===== src/rtl/param_updown_counter_if.sv =====
// Control/status bundle for param_updown_counter: the master drives the controls,
// the counter (slave) returns count and status.
interface param_updown_counter_if #(
  parameter int WIDTH = 4
);
  logic             en;
  logic             up;
  logic             clr;
  logic             load;
  logic [WIDTH-1:0] load_val;
  logic             sat_mode;
  logic             ovf_clr;
  logic [WIDTH-1:0] count;
  logic             tc;
  logic             wrap;
  logic             ovf_sticky;

  modport master (
    output en, up, clr, load, load_val, sat_mode, ovf_clr,
    input  count, tc, wrap, ovf_sticky
  );

  modport slave (
    input  en, up, clr, load, load_val, sat_mode, ovf_clr,
    output count, tc, wrap, ovf_sticky
  );
endinterface


===== src/rtl/param_updown_counter.sv =====
// WIDTH-bit up/down counter over 0..MAX_VAL with clear, clamped load, wrap or
// saturate at the range ends, and wrap-pulse / sticky-overflow status.
module param_updown_counter #(
  parameter int WIDTH   = 4,
  parameter int MAX_VAL = 2**WIDTH - 1,
  parameter int RST_VAL = 0
) (
  input  logic                  clk,
  input  logic                  rst,
  param_updown_counter_if.slave bus
);
  localparam logic [WIDTH:0]   MAX_EXT = (WIDTH+1)'(MAX_VAL);
  localparam logic [WIDTH-1:0] MAX_W   = WIDTH'(MAX_VAL);
  localparam logic [WIDTH-1:0] RST_W   = WIDTH'(RST_VAL);

  logic [WIDTH-1:0] r_count;
  logic             r_wrap;
  logic             r_ovf;

  logic             w_tc;
  logic             w_boundary;
  logic [WIDTH:0]   w_inc;
  logic [WIDTH:0]   w_dec;
  logic [WIDTH-1:0] w_load_clamped;
  logic [WIDTH-1:0] w_count_next;
  logic             w_wrap_next;
  logic             w_ovf_next;

  assign w_tc       = bus.up ? (r_count == MAX_W) : (r_count == '0);
  assign w_boundary = bus.en && w_tc && !bus.clr && !bus.load;

  // One spare bit so range ends are detected against MAX_VAL, not 2**WIDTH.
  assign w_inc = {1'b0, r_count} + (WIDTH+1)'(1);
  assign w_dec = {1'b0, r_count} - (WIDTH+1)'(1);

  assign w_load_clamped = ({1'b0, bus.load_val} > MAX_EXT) ? MAX_W : bus.load_val;

  always_comb begin
    w_count_next = r_count;
    if (bus.clr) begin
      w_count_next = '0;
    end else if (bus.load) begin
      w_count_next = w_load_clamped;
    end else if (bus.en) begin
      if (bus.up) begin
        if (w_inc > MAX_EXT) begin
          w_count_next = bus.sat_mode ? MAX_W : '0;
        end else begin
          w_count_next = w_inc[WIDTH-1:0];
        end
      end else begin
        if (w_dec[WIDTH]) begin
          w_count_next = bus.sat_mode ? '0 : MAX_W;
        end else begin
          w_count_next = w_dec[WIDTH-1:0];
        end
      end
    end
  end

  always_comb begin
    w_wrap_next = w_boundary && !bus.sat_mode;
    w_ovf_next  = r_ovf;
    // A boundary event on the same edge as a clear keeps the flag set.
    if (w_boundary) begin
      w_ovf_next = 1'b1;
    end else if (bus.ovf_clr || bus.clr) begin
      w_ovf_next = 1'b0;
    end
  end

  always_ff @(posedge clk or negedge rst) begin
    if (!rst) begin
      r_count <= RST_W;
      r_wrap  <= 1'b0;
      r_ovf   <= 1'b0;
    end else begin
      r_count <= w_count_next;
      r_wrap  <= w_wrap_next;
      r_ovf   <= w_ovf_next;
    end
  end

  assign bus.count      = r_count;
  assign bus.tc         = w_tc;
  assign bus.wrap       = r_wrap;
  assign bus.ovf_sticky = r_ovf;
endmodule


===== src/flat_wrapper.sv =====
// flat-port wrapper written by rule: the top's interface ports become plain ports
module param_updown_counter_flat 
#(
  parameter int WIDTH   = 4,
  parameter int MAX_VAL = 2**WIDTH - 1,
  parameter int RST_VAL = 0
)
  (clk, rst, bus_en, bus_up, bus_clr, bus_load, bus_load_val, bus_sat_mode, bus_ovf_clr, bus_count, bus_tc, bus_wrap, bus_ovf_sticky);
  param_updown_counter_if #(.WIDTH(WIDTH)) bus_i ();
  input  logic clk;
  input  logic rst;
  input wire logic [$bits(bus_i.en)-1:0] bus_en;
  input wire logic [$bits(bus_i.up)-1:0] bus_up;
  input wire logic [$bits(bus_i.clr)-1:0] bus_clr;
  input wire logic [$bits(bus_i.load)-1:0] bus_load;
  input wire logic [$bits(bus_i.load_val)-1:0] bus_load_val;
  input wire logic [$bits(bus_i.sat_mode)-1:0] bus_sat_mode;
  input wire logic [$bits(bus_i.ovf_clr)-1:0] bus_ovf_clr;
  output wire logic [$bits(bus_i.count)-1:0] bus_count;
  output wire logic [$bits(bus_i.tc)-1:0] bus_tc;
  output wire logic [$bits(bus_i.wrap)-1:0] bus_wrap;
  output wire logic [$bits(bus_i.ovf_sticky)-1:0] bus_ovf_sticky;
  assign bus_i.en = bus_en;
  assign bus_i.up = bus_up;
  assign bus_i.clr = bus_clr;
  assign bus_i.load = bus_load;
  assign bus_i.load_val = bus_load_val;
  assign bus_i.sat_mode = bus_sat_mode;
  assign bus_i.ovf_clr = bus_ovf_clr;
  assign bus_count = bus_i.count;
  assign bus_tc = bus_i.tc;
  assign bus_wrap = bus_i.wrap;
  assign bus_ovf_sticky = bus_i.ovf_sticky;
  param_updown_counter #(.WIDTH(WIDTH), .MAX_VAL(MAX_VAL), .RST_VAL(RST_VAL)) u_core (.clk(clk), .rst(rst), .bus(bus_i));
endmodule

===== config.mk =====
export PLATFORM = sky130hd
export DESIGN_NAME = param_updown_counter_flat
export DESIGN_NICKNAME = d
export VERILOG_FILES = /design/src/rtl/param_updown_counter_if.sv /design/src/rtl/param_updown_counter.sv /design/src/flat_wrapper.sv
export SDC_FILE = /design/constraint.sdc
export NUM_CORES = 1
export LEC_CHECK = 0
export CAP_MARGIN = 20
export CORE_AREA = 2 2 39 41
export DETAILED_ROUTE_END_ITERATION = 7
export DIE_AREA = 0 0 41 43
export DONT_BUFFER_PORTS = 1
export REMOVE_ABC_BUFFERS = 1
export SLEW_MARGIN = 30
export SYNTH_ARGS = -nofsm -noshare
export SYNTH_HDL_FRONTEND = slang
export SYNTH_SLANG_ARGS = --single-unit
export TNS_END_PERCENT = 5

===== constraint.sdc =====
create_clock -name clk -period 3.4 [get_ports clk]
set_clock_uncertainty 0.15 [all_clocks]
set_input_delay 0.51 -clock clk [delete_from_list [all_inputs] [get_ports clk]]
set_output_delay 0.51 -clock clk [all_outputs]
set_load 0.02 [all_outputs]

After elaboration in Yosys (flattened, before gate mapping):

Cells that the tools add are included.

* word-level logic and storage cells: 29
* output and inout port bits: 7
* flip-flop bits (word level): 6
* bits of input ports: 12

* reductions and logical operators: 11
* $add $sub $neg: 2
* magnitude comparators: 1
* equality and inequality tests: 1
* muxes and demuxes: 11

Operators by type and width (number)
* 4-bit two-way mux: 8
* 4-bit by 1-bit adder with 5-bit output (second input constant): 1
* 5-bit by 4-bit greater-than comparator with 1-bit output (second input constant): 1
* 4-bit by 1-bit subtractor with 5-bit output (second input constant): 1
* 4-bit equality test (second input constant): 1
* 1-bit logical AND: 4
* 4-bit zero test: 1
* 1-bit zero test: 3
* 1-bit two-way mux: 3
* 3-bit nonzero test: 1
* 2-bit nonzero test: 1
* 1-bit logical OR: 1

Longest topological paths before layout:

Gate-level depths: netlist of the first run.

* word-level depth: 7
* mapped depth: 6

Least setup slack after synthesis of the first run:

No wires, ideal clock.

* path type: register -> register
* from: register u_core.r_count[0], in the netlist u_core.bus.count[0]
* to: register u_core.r_count[0], in the netlist u_core.bus.count[0]
* setup slack: 1.377 ns
* required time: 3.117 ns
* stages on the path, launching flop included: 7
* setup time: 0.133 ns
* arrival time: 1.740 ns
* path through: dfrtp_1 inv_1 ha_1 or3b_4 nor4_1 a211o_1 a211oi_1

* longest elaborated chain between the ends: 7
* elaborated cells on any way between the ends: 9
* those cells by class: 2 x add/sub; 1 x order compare; 6 x mux

RTL lines
* start, declared: line param_updown_counter.sv:16 `logic [WIDTH-1:0] r_count;`
* start signal, assigned: line param_updown_counter.sv:78 `r_count <= w_count_next;`
* 4-bit by 1-bit adder with 5-bit output: line param_updown_counter.sv:33 `assign w_inc = {1'b0, r_count} + (WIDTH+1)'(1);`
* 5-bit by 4-bit greater-than comparator with 1-bit output: line param_updown_counter.sv:46 `if (w_inc > MAX_EXT) begin`
* 4-bit two-way mux: line param_updown_counter.sv:46
* 4-bit two-way mux (*): line param_updown_counter.sv:45 `if (bus.up) begin`
* 4-bit two-way mux (*): line param_updown_counter.sv:44 `end else if (bus.en) begin`
* 4-bit two-way mux (*): line param_updown_counter.sv:42 `end else if (bus.load) begin`
* 4-bit two-way mux (*): line param_updown_counter.sv:40 `if (bus.clr) begin`

Mark *: on every way between the ends. The rest lies on a longest branch, timed or not. The select of a mux whose other input is x is not followed.
A chain may end at the register's enable or synchronous reset.

Worst setup path in the final report of the first run:

* from: register u_core.r_count[0], in the netlist u_core.bus.count[0]
* to: output bus_tc

* longest elaborated chain between the ends: 2
* elaborated cells on any way between the ends: 3
* those cells by class: 1 x eq/ne; 1 x mux; 1 x reduce/logical

RTL lines
* 4-bit equality test or 4-bit zero test (tied branches): line param_updown_counter.sv:29 `assign w_tc = bus.up ? (r_count == MAX_W) : (r_count == '0);`
* 1-bit two-way mux (*): line param_updown_counter.sv:29
* end, declared: line flat_wrapper.sv:20 `output wire logic [$bits(bus_i.tc)-1:0] bus_tc;`

Mark *: on every way between the ends. The rest lies on a longest branch, timed or not.

==> results list, run 1 <==
- The flow ran to the end, and the final reports show no timing, DRC or antenna violations.
- Maximum number of pins on one net before global-route repair: 15
* Crit-path cells: ha_1 -> and3_1 -> a22o_1
- The first detailed-routing pass took 4 iterations.
* Delay contributed by the slowest stage of the critical path: 620 ps
* CTS sink count: 6
* Startpoint class of the critical path: flop
- Required time of the worst setup path: ~2700 ps
- Area post-placement: between 600 and 700 µm²
- For the finished layout, the period the worst path requires is 2408 ps.
* Main synth FF type: dfrtp_1
* Final antenna-violating net count: 0
- The final-report max-slew violation count is 0.
* Cell count after placement: 86
- In the layout the commonest cells are a21oi_1 (7), dfrtp_1 (6).
- Vias in the first global route: a little over 500
- Power spread over the standard cell area amounts to 336.8 mW/mm².
- Quantity of I/O buffers inserted on ports: 0
- Summed over all failing endpoints, the final setup total negative slack is 0 ps.
- Final worst-path cycle share: 0.7081
- CTS built an H-tree with a depth of 1.
- Static timing analysis puts the maximum clock frequency at ~420 MHz.
* TritonCTS buffer count: 3
- Most common cell after layout, fill and taps aside: a21oi_1
* Proportion of synthesized chip area in sequential cells: 0.2386
- EDFF count, synth: 0
* Tightest slew margin relative to the limit: 0.5910
- Final cell area excluding filler cells: 650.6 µm²
- The die covers approximately 0.0018 mm².
- Number of buffers on the longest clock path: 2
- Number of max-cap violations: 0
- In the final layout, the share of cells above drive strength 1 is 0.1486.
- Flop and latch count out of synthesis: 6
- The number of hold violations in the final report is 0.
- Cell type with the largest total area after synthesis: dfrtp_1
- Weighted congestion reported at the end of routability-driven placement: around 0.86
- RSZ-0062 raised after global routing: no
- Clock-pin slew was measured on the worst setup and hold paths at ~50 ps.
* Post-Synthesis Cells: 74
- Mean instance size in the synthesized netlist: roughly 8.5 µm²
- Setup violations remaining at the end of the flow were counted as 0.
* Max IR drop VDD: ~0.00012 V
- R2r worst-path depth: 6
* Y dimension of the die: ~43 µm
- The routed layout has 569 vias.
* Antenna violations before repair: 0
- STA puts the critical path data arrival time at 1750 ps.
- Clock tree from TritonCTS: done
* Clock latency on the worst-skew pair: approximately 250 ps
- Combined global-route utilization of all metal layers: 0.1918
- In this run the worst hold path is classified as in -> reg.
- Summed over all layers, the global routing overflow is 0.
- After clock tree synthesis, the repair step resized 0 gates.
- The path with the worst hold slack has its endpoint at u_core.bus.ovf_sticky.
- Slew of the pin with the lowest slew margin: about 600 ps
- Buffers added to address setup during post-CTS repair amount to 0.
- Global-route wire length before repair: approximately 2.3 mm
- Wire length per cell: around 17 µm
* Reg2reg end: u_core.bus.count[3]
- From left edge to right edge, the die measures 41 µm.
* Crit end category: output pin
* Startpoint of the most critical hold path: bus_clr
- Post-synthesis cell type count: 36
- The initial utilization of the core area, before any placement, comes to 0.4548.
- Remaining DRCs: 0
- Of all nets on the critical path, the largest fanout is 9.
- DP Wirelength: around 1.2 mm
* Share of Yosys cell area claimed by the top area cell type: 0.2386
* Post-synth ARST share: 1.000
- CTS Root Cell: clkbuf_4
- Ranking of synthesized cells by area: dfrtp_1 (24%), ha_1 (8.0%), a21oi_1 (5.6%), o2bb2ai_1 (4.2%), nor2b_1 (4.0%)
* Number of placement rows: 14
- The area growth from synthesis to layout is 3.380%.
* Via-per-instance ratio: 6.322
- During I/O placement, the number of pins put on the boundary was 19.
* Number of non-filler instances in the completed layout: 90
- Placeable core region: roughly 0.0014 mm²
* DRC violation total after the first TritonRoute iteration: 9
* Category of the critical setup timing path: reg -> out
* Antenna Cells: 0
* Total number of nets in the final design: slightly above 90
- Netlist area before placement: 629.4 µm²
* Launch point of the worst reg-to-reg path: u_core.bus.count[0]
* Slowest stage cell on the critical path: dfrtp_1
- Setup slack on the worst reg-to-reg path comes out at ~1200 ps.
* Static leakage: roughly 0.00026 µW
- Cell count of the worst hold path: 1
- Routed Wire Length: about 1.5 mm
* Total number of yosys warnings: 0
[stage by stage]
stage / utilization / power [µW] / setup slack, ps / hold WS, ps
after floorplan: - / 137.5 / 1377 / 64.41
after global placement: 0.4467 / 150.6 / 1133 / 64.53
after detailed placement: 0.4467 / 150.0 / 1171 / 64.54
after CTS: 0.4702 / 219.9 / 992.5 / 166.3
after global routing: 0.4702 / 228.8 / 895.1 / 169.2
final: 0.4702 / 219.1 / 992.4 / 167.4
[flip-flops by register name (all words and copies together), names as in the netlist]
register,cells
u_core.bus.count,4
u_core.bus.ovf_sticky,1
u_core.bus.wrap,1
[logic make-up (layout without fill, tap and decap cells)]
logic type | Yosys count | in the layout | share of synthesized area
flip-flops | 6 | 6 | 0.2386
XOR/XNOR | 1 | 1 | 0.01392
AO/OA/AOI/OAI | 28 | 28 | 0.3241
AND/OR/NAND/NOR | 26 | 26 | 0.2644
adder cells (fa/ha/maj) | 4 | 4 | 0.07953
buffers and inverters | 9 | 9 | 0.07949
[critical path: cells and delay by family (launching register included)]
family                   cells  cell delay (ps)
flip-flops                   1              620
AND/OR/NAND/NOR              1              220
adder cells (fa/ha/maj)      1              360
AO/OA/AOI/OAI                1              300
[final cells by class]
| type | count | area, µm² |
|---|---|---|
| fillers | 141 | 733.2 |
| multi-input cells | 59 | 429.2 |
| flip-flops and latches | 6 | 150.1 |
| clock buffers | 3 | 22.52 |
| well taps | 16 | 20.02 |
| inverters | 5 | 18.77 |
| repair buffers | 1 | 10.01 |
[synth_stat cells, types with 2 or more instances]
cell type,count
o21ai_1,2
buf_6,2
nor3_1,3
nor2_1,4
inv_1,4
o21ai_0,3
o2bb2ai_1,3
nand2_1,3
nand2b_1,2
nor2b_1,4
nor3_2,2
a31oi_1,2
dfrtp_1,6
ha_1,4
a21oi_1,7
a211oi_1,2
nor3b_1,2
[metal layers]
metal  track usage  routed length, µm
met4       0.08000                 20
met5             0                  0
met3       0.05236                 82
met1        0.2412                628
met2        0.2938                775
[where the power goes]
| part | internal (µW) | leakage (µW) | switching [µW] |
|---|---|---|---|
| clock | 40.1 | 0.0000138 | 28.2 |
| sequential | 75.5 | 0.0000805 | 17.2 |
| combinational | 27.8 | 0.000161 | 30.3 |
[how the worst max path moves through the flow]
stage,end,slack [ps],cells past startpoint,startpoint
floorplan,u_core.bus.count[0],1380,6,u_core.bus.count[0]
global placement,u_core.bus.count[0],1130,6,u_core.bus.count[0]
detailed placement,u_core.bus.count[0],1170,6,u_core.bus.count[0]
CTS,bus_tc,990,3,u_core.bus.count[0]
global route,bus_tc,900,3,u_core.bus.count[0]
finish,bus_tc,990,3,u_core.bus.count[0]
[timing repair]
item                                    in CTS  in global routing
hold buffers                                 1                  0
hold endpoints to repair                     6                  0
endpoints found under the setup margin       0                  0
Power figures use the tool's default switching activity.
==> run 2, diff against run 1 <==
- clock period: 3.4 -> 2.25 ns (I/O delays scaled with it)
==> run 2 against run 1 <==
Effect of this change:
- non-clock buffer count is 6 higher
- combinational power is 86% higher
- count of clock-buffer cells in the layout stayed put
- worst setup slack worse by 880 ps
- via count is 3.3% higher
- utilization is 3.6 points higher
- sequential power is 42% higher
- first-iteration DRC count is 78% higher
- global-route usage is 0.86 points higher
- highest routed layer unchanged
==> results list, run 2 (same netlist as run 1, synthesis figures left out) <==
- Crit end category: output pin
- CTS built an H-tree with a depth of 1.
- The top cell types in the final layout, fill and taps aside, are a21oi_1 (7), dfrtp_1 (6).
- Maximum number of pins on one net before global-route repair: 14
* Required time of the worst setup path: roughly 1800 ps
- After detailed routing, the average wire length per cell comes to around 16 µm.
* Starting utilization of the core area: 0.4548
- Total Die Area: between 0.0015 and 0.002 mm²
- Endpoint, Worst Hold: u_core.bus.count[1]
- TritonCTS built the clock tree.
* Most common cell after layout, fill and taps aside: a21oi_1
- Detailed routing placed a total of between 70 and 80 µm of wire on met3.
- Tightest slew margin relative to the limit: 0.6647
* Final worst-path cycle share: 0.9505
- Highest routed layer: met4
- In this run the core area contains 14 standard-cell rows.
- In the global route stage, overall resource usage came out at 0.2004.
- CTS sink count: 6
* Final cell area excluding filler cells: roughly 700 µm²
- Max reg flops: 4
- Remaining DRCs: 0
* Quantity of I/O buffers inserted on ports: 0
- Global-route wire length before repair: about 2.4 mm
- Measured in cells, the most critical reg-to-reg path has a length of 6.
* Startpoint of the most critical hold path: bus_clr
- After legalization and detailed placement, the total HPWL measured about 1.2 mm.
* Hold/Removal Path Class: in -> reg
- At the pin with the least slew margin, the transition time is 502.9 ps.
* WHS: roughly 6.4 ps
- Antenna Cells: 0
- Antenna violations before repair: 0
- Launch point of the worst reg-to-reg path: u_core.bus.count[1]
- Registers take 150.1 µm².
- Final total negative setup slack: 0 ps
- Startpoint class of the critical path: flop
- After detailed routing, the number of vias per cell comes to 6.125.
- Setup repair after global routing left no endpoint under its margin.
* Multi-input logic area: 429.2 µm²
- Static leakage: about 0.00028 µW
- Number of buffers on the longest clock path: 2
- Max IR drop VDD: approximately 0.00023 V
* Register-to-Register Setup Slack: roughly 250 ps
- For this run, the post-layout net count is roughly 100.
- After detailed routing, the wire length on met1 is 671 µm.
- The filler cells instantiated in the layout total 138.
- The congestion estimate from routability-driven global placement came to around 0.80.
- Fraction of final layout cells sized beyond drive strength 1: 0.1875
- In this run, CTS created clock tree buffers numbering 3.
- Die span in x: just over 40 µm
* Placeable core region: ~0.0014 mm²
- I/O pin count: 19
- Final hold violations: 0
- Total via count in the routed design: roughly 590
- Final antenna-violating net count: 0
* Result of the run: finished clean
- Worst-path fanout max: 7
- The number of global-route vias before repair is roughly 550.
* Setup violators final: 0
- The count of cells in the finished layout, fillers not included, comes to 96.
* Reg clk slew, reported paths: roughly 50 ps
* Minimum clock period: 2139 ps
* Max-slew violations: 0
* Cell count of the worst hold path: 1
* Area post-placement: 648.1 µm²
* Y dimension of the die: approximately 43 µm
* CTS Root Cell: clkbuf_4
- Including well taps, the total number of placed cells is 90.
* Reg2reg end: u_core.bus.count[0]
- Summed over all nets, wire length on met2 after detailed routing comes to 790 µm.
* Arrival time at the worst endpoint: between 1500 and 2000 ps
- DRC violation total after the first TritonRoute iteration: 16
* Category of the critical setup timing path: reg -> out
* Peak clock frequency supported by timing: around 470 MHz
- The area growth from synthesis to layout is 11.33%.
- DRT Pass-1 Iters: 4
- Pwr/cell area: roughly 490 mW/mm²
- Wires add up to 1.575 mm.
- Total grt overflow: 0
- The tool flagged a number of max-cap violations equal to 0.
* Clock latency on the worst-skew pair: about 260 ps
==> run 2: cell types whose count changed in the layout (fill, tap and decap cells not counted), sizes merged <==
cell,delta
buf,+4
dlygate4sd3,+2
==> run 2: worst max-delay path by stage <==
stage	from	cells past startpoint	slack, ps	endpoint
2_1_floorplan	u_core.bus.count[0]	6	230	u_core.bus.count[0]
3_5_place_dp	u_core.bus.count[1]	6	280	u_core.bus.count[0]
6_report	u_core.bus.count[0]	4	110	bus_tc
3_3_place_gp	u_core.bus.count[1]	6	310	u_core.bus.count[0]
5_1_grt	u_core.bus.count[0]	4	50	bus_tc
4_1_cts	u_core.bus.count[0]	4	110	bus_tc
==> run 2: timing repair <==
| action | CTS | global route |
|---|---|---|
| buffers inserted | 0 | 0 |
| hold buffers | 2 | 1 |
| gates resized for setup | 0 | 0 |
| hold endpoints to repair | 8 | 1 |
==> run 2: through the flow <==
step | setup slack [ps] | utilization | total power (µW)
after floorplan | 226.6 | - | 207.8
after global placement | 313.9 | 0.4684 | 234.2
after detailed placement | 282.4 | 0.4684 | 234.1
after CTS | 112.8 | 0.4991 | 347.1
after global routing | 51.90 | 0.5063 | 364.8
final | 111.5 | 0.5063 | 346.0
==> run 2: report_power, final <==
part	internal, µW	switching [µW]
Combinational	50.6	56.9
Sequential	114	17.3
Clock	60.8	46.0
==> run 2: layout make-up <==
class / count / area share
repair buffers: 7 / 0.08571
flip-flops and latches: 6 / 0.2143
clock buffers: 3 / 0.03214
multi-input cells: 59 / 0.6125
inverters: 5 / 0.02679
well taps: 16 / 0.02857
==> run 2: worst max-delay path, stage by stage (launching register included) <==
cell     delay [ps]
dfrtp_1         380
buf_4           170
ha_1            290
and3_1          220
a22o_1          330
==> run 2: layer usage <==
metal	vias up	global-route usage
li1	288	-
met1	276	0.2597
met2	19	0.3000
met3	5	0.04188
met4	0	0.1000
met5	-	0
